## config.mk

```make
export PLATFORM = sky130hd
export DESIGN_NAME = ir_fetch_flat
export DESIGN_NICKNAME = d
export VERILOG_FILES = /design/src/rtl/ir_fetch_if.sv /design/src/rtl/ir_fetch.sv /design/src/flat_wrapper.sv
export SDC_FILE = /design/constraint.sdc
export NUM_CORES = 1
export LEC_CHECK = 0
export ABC_AREA = 0
export BUFFER_PORTS_ARGS = -buffer_cell sky130_fd_sc_hd__buf_2
export CAP_MARGIN = 20
export CORE_MARGIN = 2
export CORE_UTILIZATION = 30
export DETAILED_ROUTE_END_ITERATION = 7
export GPL_TIMING_DRIVEN = 0
export SETUP_SLACK_MARGIN = 0.5
export SYNTH_ARGS = -nofsm -noshare
export SYNTH_HDL_FRONTEND = slang
export SYNTH_SLANG_ARGS = --single-unit
```

## constraint.sdc

```tcl
create_clock -name clk -period 1.88 [get_ports clk]
set_input_delay 0.094 -clock clk [delete_from_list [all_inputs] [get_ports clk]]
set_output_delay 0.094 -clock clk [all_outputs]
set_load 0.02 [all_outputs]
```

## src/rtl/ir_fetch_if.sv

```systemverilog
// Instruction-memory request/acknowledge bus between the fetch stage (master)
// and instruction memory (slave).
interface ir_fetch_if #(
    parameter int AW = 16,
    parameter int DW = 32
);
    logic          imem_req;
    logic [AW-1:0] imem_addr;
    logic          imem_ack;
    logic [DW-1:0] imem_data;

    modport master (output imem_req, output imem_addr, input imem_ack, input imem_data);
    modport slave  (input imem_req, input imem_addr, output imem_ack, output imem_data);
endinterface

```

## src/rtl/ir_fetch.sv

```systemverilog
// Instruction fetch / IR stage: one-deep pending fetch, decoded IR fields, fetch counter.
// Optional hung-memory watchdog enabled by defining IR_TIMEOUT_EN.
module ir_fetch #(
    parameter int AW = 16,
    parameter int DW = 32
`ifdef IR_TIMEOUT_EN
    ,
    parameter int TIMEOUT_CYC = 16
`endif
) (
    input  logic          clk,
    input  logic          rst_f,
    input  logic          ir_load,
    input  logic [AW-1:0] pc_in,
    ir_fetch_if.master    imem,
    output logic [DW-1:0] ir_out,
    output logic [3:0]    opcode,
    output logic [3:0]    mm,
    output logic [3:0]    rd,
    output logic [3:0]    rs,
    output logic [3:0]    rt,
    output logic [15:0]   imm,
    output logic          ir_valid,
    output logic          busy,
    output logic [15:0]   fetch_cnt,
    output logic          fetch_err
);

    typedef enum logic [0:0] {
        ST_IDLE = 1'b0,
        ST_WAIT = 1'b1
    } state_e;

    state_e        state_q, state_d;
    logic          req_q, req_d;
    logic [AW-1:0] addr_q, addr_d;
    logic [DW-1:0] ir_q, ir_d;
    logic          valid_q, valid_d;
    logic          pend_q, pend_d;
    logic          busy_q, busy_d;
    logic [15:0]   cnt_q, cnt_d;

`ifdef IR_TIMEOUT_EN
    localparam int WD_W = $clog2(TIMEOUT_CYC + 1);
    localparam logic [WD_W-1:0] WD_LIMIT = WD_W'(TIMEOUT_CYC - 1);

    logic            err_q, err_d;
    logic [WD_W-1:0] wd_q, wd_d;
`endif

    // Next-state logic for the fetch FSM, IR capture, pend flag and counters
    always_comb begin
        state_d = state_q;
        req_d   = req_q;
        addr_d  = addr_q;
        ir_d    = ir_q;
        valid_d = 1'b0;
        pend_d  = pend_q;
        cnt_d   = cnt_q;
`ifdef IR_TIMEOUT_EN
        err_d   = err_q;
        wd_d    = wd_q;
`endif
        case (state_q)
            ST_IDLE: begin
                if (ir_load) begin
                    addr_d  = pc_in;
                    req_d   = 1'b1;
                    pend_d  = 1'b0;
                    state_d = ST_WAIT;
`ifdef IR_TIMEOUT_EN
                    wd_d    = '0;
`endif
                end else begin
                    req_d   = 1'b0;
                    state_d = ST_IDLE;
                end
            end
            ST_WAIT: begin
                if (imem.imem_ack) begin
                    ir_d    = imem.imem_data;
                    valid_d = 1'b1;
                    cnt_d   = cnt_q + 16'd1;
`ifdef IR_TIMEOUT_EN
                    wd_d    = '0;
`endif
                    // A queued or same-cycle strobe chains straight into the next fetch
                    if (pend_q || ir_load) begin
                        addr_d  = pc_in;
                        req_d   = 1'b1;
                        pend_d  = 1'b0;
                        state_d = ST_WAIT;
                    end else begin
                        req_d   = 1'b0;
                        pend_d  = 1'b0;
                        state_d = ST_IDLE;
                    end
                end
`ifdef IR_TIMEOUT_EN
                else if (wd_q == WD_LIMIT) begin
                    ir_d    = '0;
                    valid_d = 1'b1;
                    req_d   = 1'b0;
                    pend_d  = 1'b0;
                    err_d   = 1'b1;
                    wd_d    = '0;
                    state_d = ST_IDLE;
                end
`endif
                else begin
                    if (ir_load) begin
                        pend_d = 1'b1;
                    end else begin
                        pend_d = pend_q;
                    end
`ifdef IR_TIMEOUT_EN
                    wd_d = wd_q + WD_W'(1);
`endif
                end
            end
            default: begin
                state_d = ST_IDLE;
                req_d   = 1'b0;
                pend_d  = 1'b0;
            end
        endcase
        busy_d = (state_d == ST_WAIT) | pend_d;
    end

    // State registers with synchronous reset; reset leaves a NOOP in the IR
    always_ff @(posedge clk) begin
        if (rst_f) begin
            state_q <= ST_IDLE;
            req_q   <= 1'b0;
            addr_q  <= '0;
            ir_q    <= '0;
            valid_q <= 1'b0;
            pend_q  <= 1'b0;
            busy_q  <= 1'b0;
            cnt_q   <= 16'd0;
`ifdef IR_TIMEOUT_EN
            err_q   <= 1'b0;
            wd_q    <= '0;
`endif
        end else begin
            state_q <= state_d;
            req_q   <= req_d;
            addr_q  <= addr_d;
            ir_q    <= ir_d;
            valid_q <= valid_d;
            pend_q  <= pend_d;
            busy_q  <= busy_d;
            cnt_q   <= cnt_d;
`ifdef IR_TIMEOUT_EN
            err_q   <= err_d;
            wd_q    <= wd_d;
`endif
        end
    end

    assign imem.imem_req  = req_q;
    assign imem.imem_addr = addr_q;
    assign ir_out         = ir_q;
    assign ir_valid       = valid_q;
    assign busy           = busy_q;
    assign fetch_cnt      = cnt_q;
`ifdef IR_TIMEOUT_EN
    assign fetch_err      = err_q;
`else
    assign fetch_err      = 1'b0;
`endif

    // Decoded fields are plain slices of the IR
    assign opcode = ir_q[31:28];
    assign mm     = ir_q[27:24];
    assign rd     = ir_q[23:20];
    assign rs     = ir_q[19:16];
    assign rt     = ir_q[15:12];
    assign imm    = ir_q[15:0];

endmodule

```

## src/flat_wrapper.sv

```systemverilog
// flat-port wrapper written by rule: the top's interface ports become plain ports
module ir_fetch_flat 
#(
    parameter int AW = 16,
    parameter int DW = 32

)
  (clk, rst_f, ir_load, pc_in, ir_out, opcode, mm, rd, rs, rt, imm, ir_valid, busy, fetch_cnt, fetch_err, imem_imem_req, imem_imem_addr, imem_imem_ack, imem_imem_data);
  ir_fetch_if #(.AW(AW), .DW(DW)) imem_i ();
  input  logic clk;
  input  logic rst_f;
  input  logic ir_load;
  input  logic [AW-1:0] pc_in;
  output logic [DW-1:0] ir_out;
  output logic [3:0] opcode;
  output logic [3:0] mm;
  output logic [3:0] rd;
  output logic [3:0] rs;
  output logic [3:0] rt;
  output logic [15:0] imm;
  output logic ir_valid;
  output logic busy;
  output logic [15:0] fetch_cnt;
  output logic fetch_err;
  output wire logic [$bits(imem_i.imem_req)-1:0] imem_imem_req;
  output wire logic [$bits(imem_i.imem_addr)-1:0] imem_imem_addr;
  input wire logic [$bits(imem_i.imem_ack)-1:0] imem_imem_ack;
  input wire logic [$bits(imem_i.imem_data)-1:0] imem_imem_data;
  assign imem_imem_req = imem_i.imem_req;
  assign imem_imem_addr = imem_i.imem_addr;
  assign imem_i.imem_ack = imem_imem_ack;
  assign imem_i.imem_data = imem_imem_data;
  ir_fetch #(.AW(AW), .DW(DW)) u_core (.clk(clk), .rst_f(rst_f), .ir_load(ir_load), .pc_in(pc_in), .imem(imem_i), .ir_out(ir_out), .opcode(opcode), .mm(mm), .rd(rd), .rs(rs), .rt(rt), .imm(imm), .ir_valid(ir_valid), .busy(busy), .fetch_cnt(fetch_cnt), .fetch_err(fetch_err));
endmodule
```

Word level (Yosys, flattened, before mapping)
Index checks and enable logic that the tools add are counted.
- $mul: 0
- mux-type cells: 15
- bitwise logic cells: 2
- div/mod/pow operators: 0
- magnitude comparators: 0
- reduce and logical (&&, ||, !) cells: 4
- shift-type cells: 0
- equal/unequal tests: 3
- add/sub/neg operators: 1
- operator list (cell ; number):
    $mux W16 ; 3
    $pmux W16 S2 ; 1
    $add A16 B1 Y16 const B ; 1
    $mux W1 ; 8
    $ne A2 B2 Y1 const B ; 3
    $pmux W1 S2 ; 3
    $reduce_and A3 Y1 ; 1
    $reduce_and A2 Y1 ; 1
    $reduce_or A2 Y1 ; 1
    $logic_or A1 B1 Y1 ; 1
    $not A1 Y1 ; 1
    $or A1 B1 Y1 ; 1
- register bits: 69
- bits in writable memories: 0
- input bits: 52
- memory bits (read-only): 0
- word-level logic and storage cells: 33
- bits in latches: 0
- output and inout bits: 104
- memories kept: 0

Logic depth before layout (Yosys ltp)
- depth in word-level cells: 5
- depth in mapped cells: 6
- depth with buffers taken out: 5

Worst setup path after synthesis
No wires, ideal clock.
- path type: register to register
- start point: register u_core.cnt_q[6], in the netlist u_core.fetch_cnt[6]
- end point: register u_core.cnt_q[15], in the netlist u_core.fetch_cnt[15]
- arrival time: 1.734 ns
- path buffers: 0
- slack: 0.025 ns
- cell stages (with the launch flop): 5
- period minus slack after synthesis: 1.855 ns
- cell sequence: dfxtp_1 nand4_2 or3_4 nor4b_1 mux2_2
- cells in the longest elaborated chain, start to end: 1
- RTL lines (element ; line ; source):
    start, declared ; ir_fetch.sv:41 ; logic [15:0] cnt_q, cnt_d;
    start signal, assigned ; ir_fetch.sv:153 ; cnt_q <= cnt_d;
    $add A16 B1 Y16 ; ir_fetch.sv:83 ; cnt_d = cnt_q + 16'd1;
Every way passes these cells.
A chain may end at the register's enable or synchronous reset.

Worst setup path after layout
- start point: register u_core.cnt_q[5], in the netlist u_core.fetch_cnt[5]
- end point: register u_core.cnt_q[12], in the netlist u_core.fetch_cnt[12]
The elaborated chain is that of the path after synthesis.

==> impl_metrics.tcl <==
set metrics [dict create \
    clkTransAtPathRegs_ns 0.08 \
    grt_pass1_wl_um 12600 \
    min-delay-start "imem_imem_data[21]" \
    grt_overflow_total 0 \
    hpwlAfterDp_um 5500 \
    hold_class "input pin to flop" \
    portBuffers 153 \
    grt_max_degree 13 \
    synth_area_leader_cell "dfxtp_1" \
    cts_buffers 9 \
    dieWidth_um 101 \
    power_uw 3420 \
    ys_types 34 \
    async_reset_ff_share_pct 0 \
    synth_ff_type "dfxtp_1" \
    die_area_mm2 0.0102 \
    wl_per_cell_um 12.7 \
    place_congestion 0.743 \
    skew_ns 0.00834 \
    syn_nets 384 \
    setup-violations-final 0 \
    clk_root_buffer_cell "clkbuf_8" \
    cts.path.max_buffers 2 \
    cts_tree "built" \
    fin_nets 607 \
    grt_pass1_vias 2678 \
    syn_area_per_cell_um2 8.54 \
    area_growth_pct 67.3 \
    finalMaxSlewViolations 0 \
    crit_slowest_cell "or4_4" \
    syn_inst 331 \
    leakage_uw 0.00236 \
    die_y_um 101 \
    irDropWorstVdd_v 0.000404 \
    finalHoldViolCount 0 \
    design.core.area_mm2 0.00920 \
    vias 2924 \
    cp_top_family "simple AND/OR/NAND/NOR gates" \
    yosys_warnings 0 \
    max_cap_violations 0 \
    path_max_fanout 5 \
    fin_setup_tns_ns 0 \
    grt_use_total_pct 15.6 \
    ys_seq_area_share_pct 48.9 \
    hold_depth 3 \
    num_rows 35 \
    cp_slowest_stage_delay_ns 0.41 \
    antenna_found_initial 0 \
    cts.sinks 69 \
    required_ns 2.16 \
    finalCriticalPeriod_ns 1.60 \
    critPathCaptureType "flop" \
    status "finished clean" \
    drive_gt1_share_pct 47.4 \
    syn_area_mm2 0.00283 \
    yosysTopAreaCellShare_pct 48.9 \
    r2r_cells 5 \
    ant_nets 0 \
    power.density_mw_per_mm2 723 \
    drc 0 \
    n_antenna_cell 0 \
    whs_endpoint "u_core.ir_out[21]$_SDFFE_PP0P_" \
    rr_endpoint "u_core.fetch_cnt[12]$_SDFFE_PP0P_" \
    pin_count 156 \
    cp_cell_sequence "nand4_4 -> or3_4 -> buf_6 -> or4_4 -> a21oi_2" \
    r2r_start "u_core.fetch_cnt[5]$_SDFFE_PP0P_" \
    worst-setup-path-type "flop to flop" \
    clk_latency_ns 0.34 \
    cts-htree-levels 3 \
    cp.arrival_ns 1.88 \
    synth_edf_count 0 \
    ys_ff_latch 69 \
    drt_iter0_drc 50 \
    start_kind "flop" \
    final_core_util_pct 51.4 \
    routed_wl_um 8520 \
    finalCritPeriodShare_pct 85.1 \
    fmax_mhz 625 \
    drtPass1Iterations 4 \
    ff2ff_setup_slack_ns 0.28 \
    start_util_pct 30.7 \
    synth_area_leaders "dfxtp_1, buf_4, nand2_1, a21oi_1, mux2i_1" \
    rsz0062_at_grt "true" \
    via_per_inst 4.36 \
    path_buf_inv 1 \
]
## what timing repair did
action | 4_1_cts | 5_1_grt
buffers inserted | 7 | 5
hold buffers | 46 | 0
setup endpoints to repair | 49 | 62
hold endpoints to repair | 46 | 0
gates resized for setup | 15 | 28
pin swaps | 4 | 10
cloned | 0 | 1
## cell type report
type,count,area [µm²]
Tap cell,111,139
Buffer,55,385
Multi-Input combinational cell,201,1190
Sequential cell,69,1420
Clock inverter,5,56.3
Fill cell,854,4470
Timing Repair Buffer,212,1360
Clock buffer,11,163
Inverter,6,22.5
## power by group
group / internal (µW) / switching, µW
sequential: 1510 / 38.7
combinational: 274 / 287
clock: 728 / 582
## cells in the final DEF, fill, tap and decap left out, types with 2 or more instances in the layout
| cell type | n |
|---|---|
| clkinv_2 | 2 |
| xnor2_1 | 7 |
| clkbuf_4 | 3 |
| buf_6 | 5 |
| dfxtp_2 | 6 |
| nand4_1 | 3 |
| nor3_1 | 3 |
| clkbuf_2 | 4 |
| clkbuf_8 | 10 |
| buf_2 | 154 |
| nor4_2 | 2 |
| nor3_4 | 2 |
| clkbuf_16 | 2 |
| xor2_1 | 3 |
| mux2i_1 | 14 |
| inv_1 | 5 |
| nand3_1 | 2 |
| dfxtp_4 | 7 |
| nor2_1 | 32 |
| clkbuf_1 | 6 |
| dfxtp_1 | 56 |
| a21oi_1 | 37 |
| dlygate4sd3_1 | 46 |
| nand2_1 | 69 |
| buf_4 | 46 |
| mux2i_2 | 2 |
## synthesized netlist by cell type, types with 2 or more instances
library cell and n:
mux2_2 2, nor3_1 5, buf_4 38, buf_1 2, nand4_1 3, nor4_1 3, nand3_1 3, nand2_1 70
xor2_1 3, dfxtp_1 69, inv_1 6, xnor2_1 7, clkbuf_1 14, a21oi_1 38, mux2i_1 17, nor2_1 33
## worst max-delay path by stage
stage                                startpoint                                 to  slack, ns  depth (start not counted)
2_1_floorplan  u_core.fetch_cnt[6]$_SDFFE_PP0P_  u_core.fetch_cnt[15]$_SDFFE_PP0P_       0.29                          4
3_3_place_gp          u_core.state_q$_SDFF_PP0_     u_core.ir_out[22]$_SDFFE_PP0P_       0.12                          6
3_5_place_dp          u_core.state_q$_SDFF_PP0_     u_core.ir_out[27]$_SDFFE_PP0P_       0.08                          6
4_1_cts        u_core.fetch_cnt[7]$_SDFFE_PP0P_  u_core.fetch_cnt[15]$_SDFFE_PP0P_       0.25                          4
5_1_grt        u_core.fetch_cnt[7]$_SDFFE_PP0P_  u_core.fetch_cnt[12]$_SDFFE_PP0P_       0.22                          5
6_report       u_core.fetch_cnt[5]$_SDFFE_PP0P_  u_core.fetch_cnt[12]$_SDFFE_PP0P_       0.28                          5
## routing by layer
layer,GRT usage [%],part of all wire [%],up-vias
li1,-,-,1490
met3,3.61,6.1,13
met4,6.44,1.7,0
met2,27.2,48,122
met1,18.5,44,1299
met5,0,0,-
## through the flow
stage,hold slack [ns],instance area (µm²),setup WS [ns],instances
final,0.0261,4730,0.280,670
after global routing,0.0303,4730,0.224,670
after CTS,0.00394,4570,0.249,664
after detailed placement,0.335,3800,0.0844,595
after global placement,0.327,3800,0.117,595
after floorplan,0.230,2900,0.293,331
## worst register-to-register path, cell delays in order, from the launching register on
cell     delay [ns]
dfxtp_4        0.36
nand4_4        0.10
or3_4          0.39
buf_6          0.14
or4_4          0.41
a21oi_2        0.14
## sequential cells by signal, summed over array words and instances (netlist names)
signal	cells
u_core.ir_out	32
u_core.fetch_cnt	16
u_core.imem.imem_addr	16
u_core.busy	1
u_core.imem.imem_req	1
u_core.ir_valid	1
u_core.pend_q	1
u_core.state_q	1
## logic make-up (layout without fill, tap and decap cells)
logic type / count (synthesis) / count (layout) / synth area share, %
DFF: 69 / 69 / 48.9
xor gates and xnor gates: 10 / 10 / 3.10
adders and majority gates: 1 / 1 / 0.443
and+or+nand+nor: 126 / 126 / 19.1
muxes: 19 / 19 / 6.82
buffers and inverters: 61 / 289 / 13.2
other: 1 / 1 / 0.133
AOI/OAI and AO/OA: 44 / 44 / 8.33
Power figures use the tool's default switching activity.
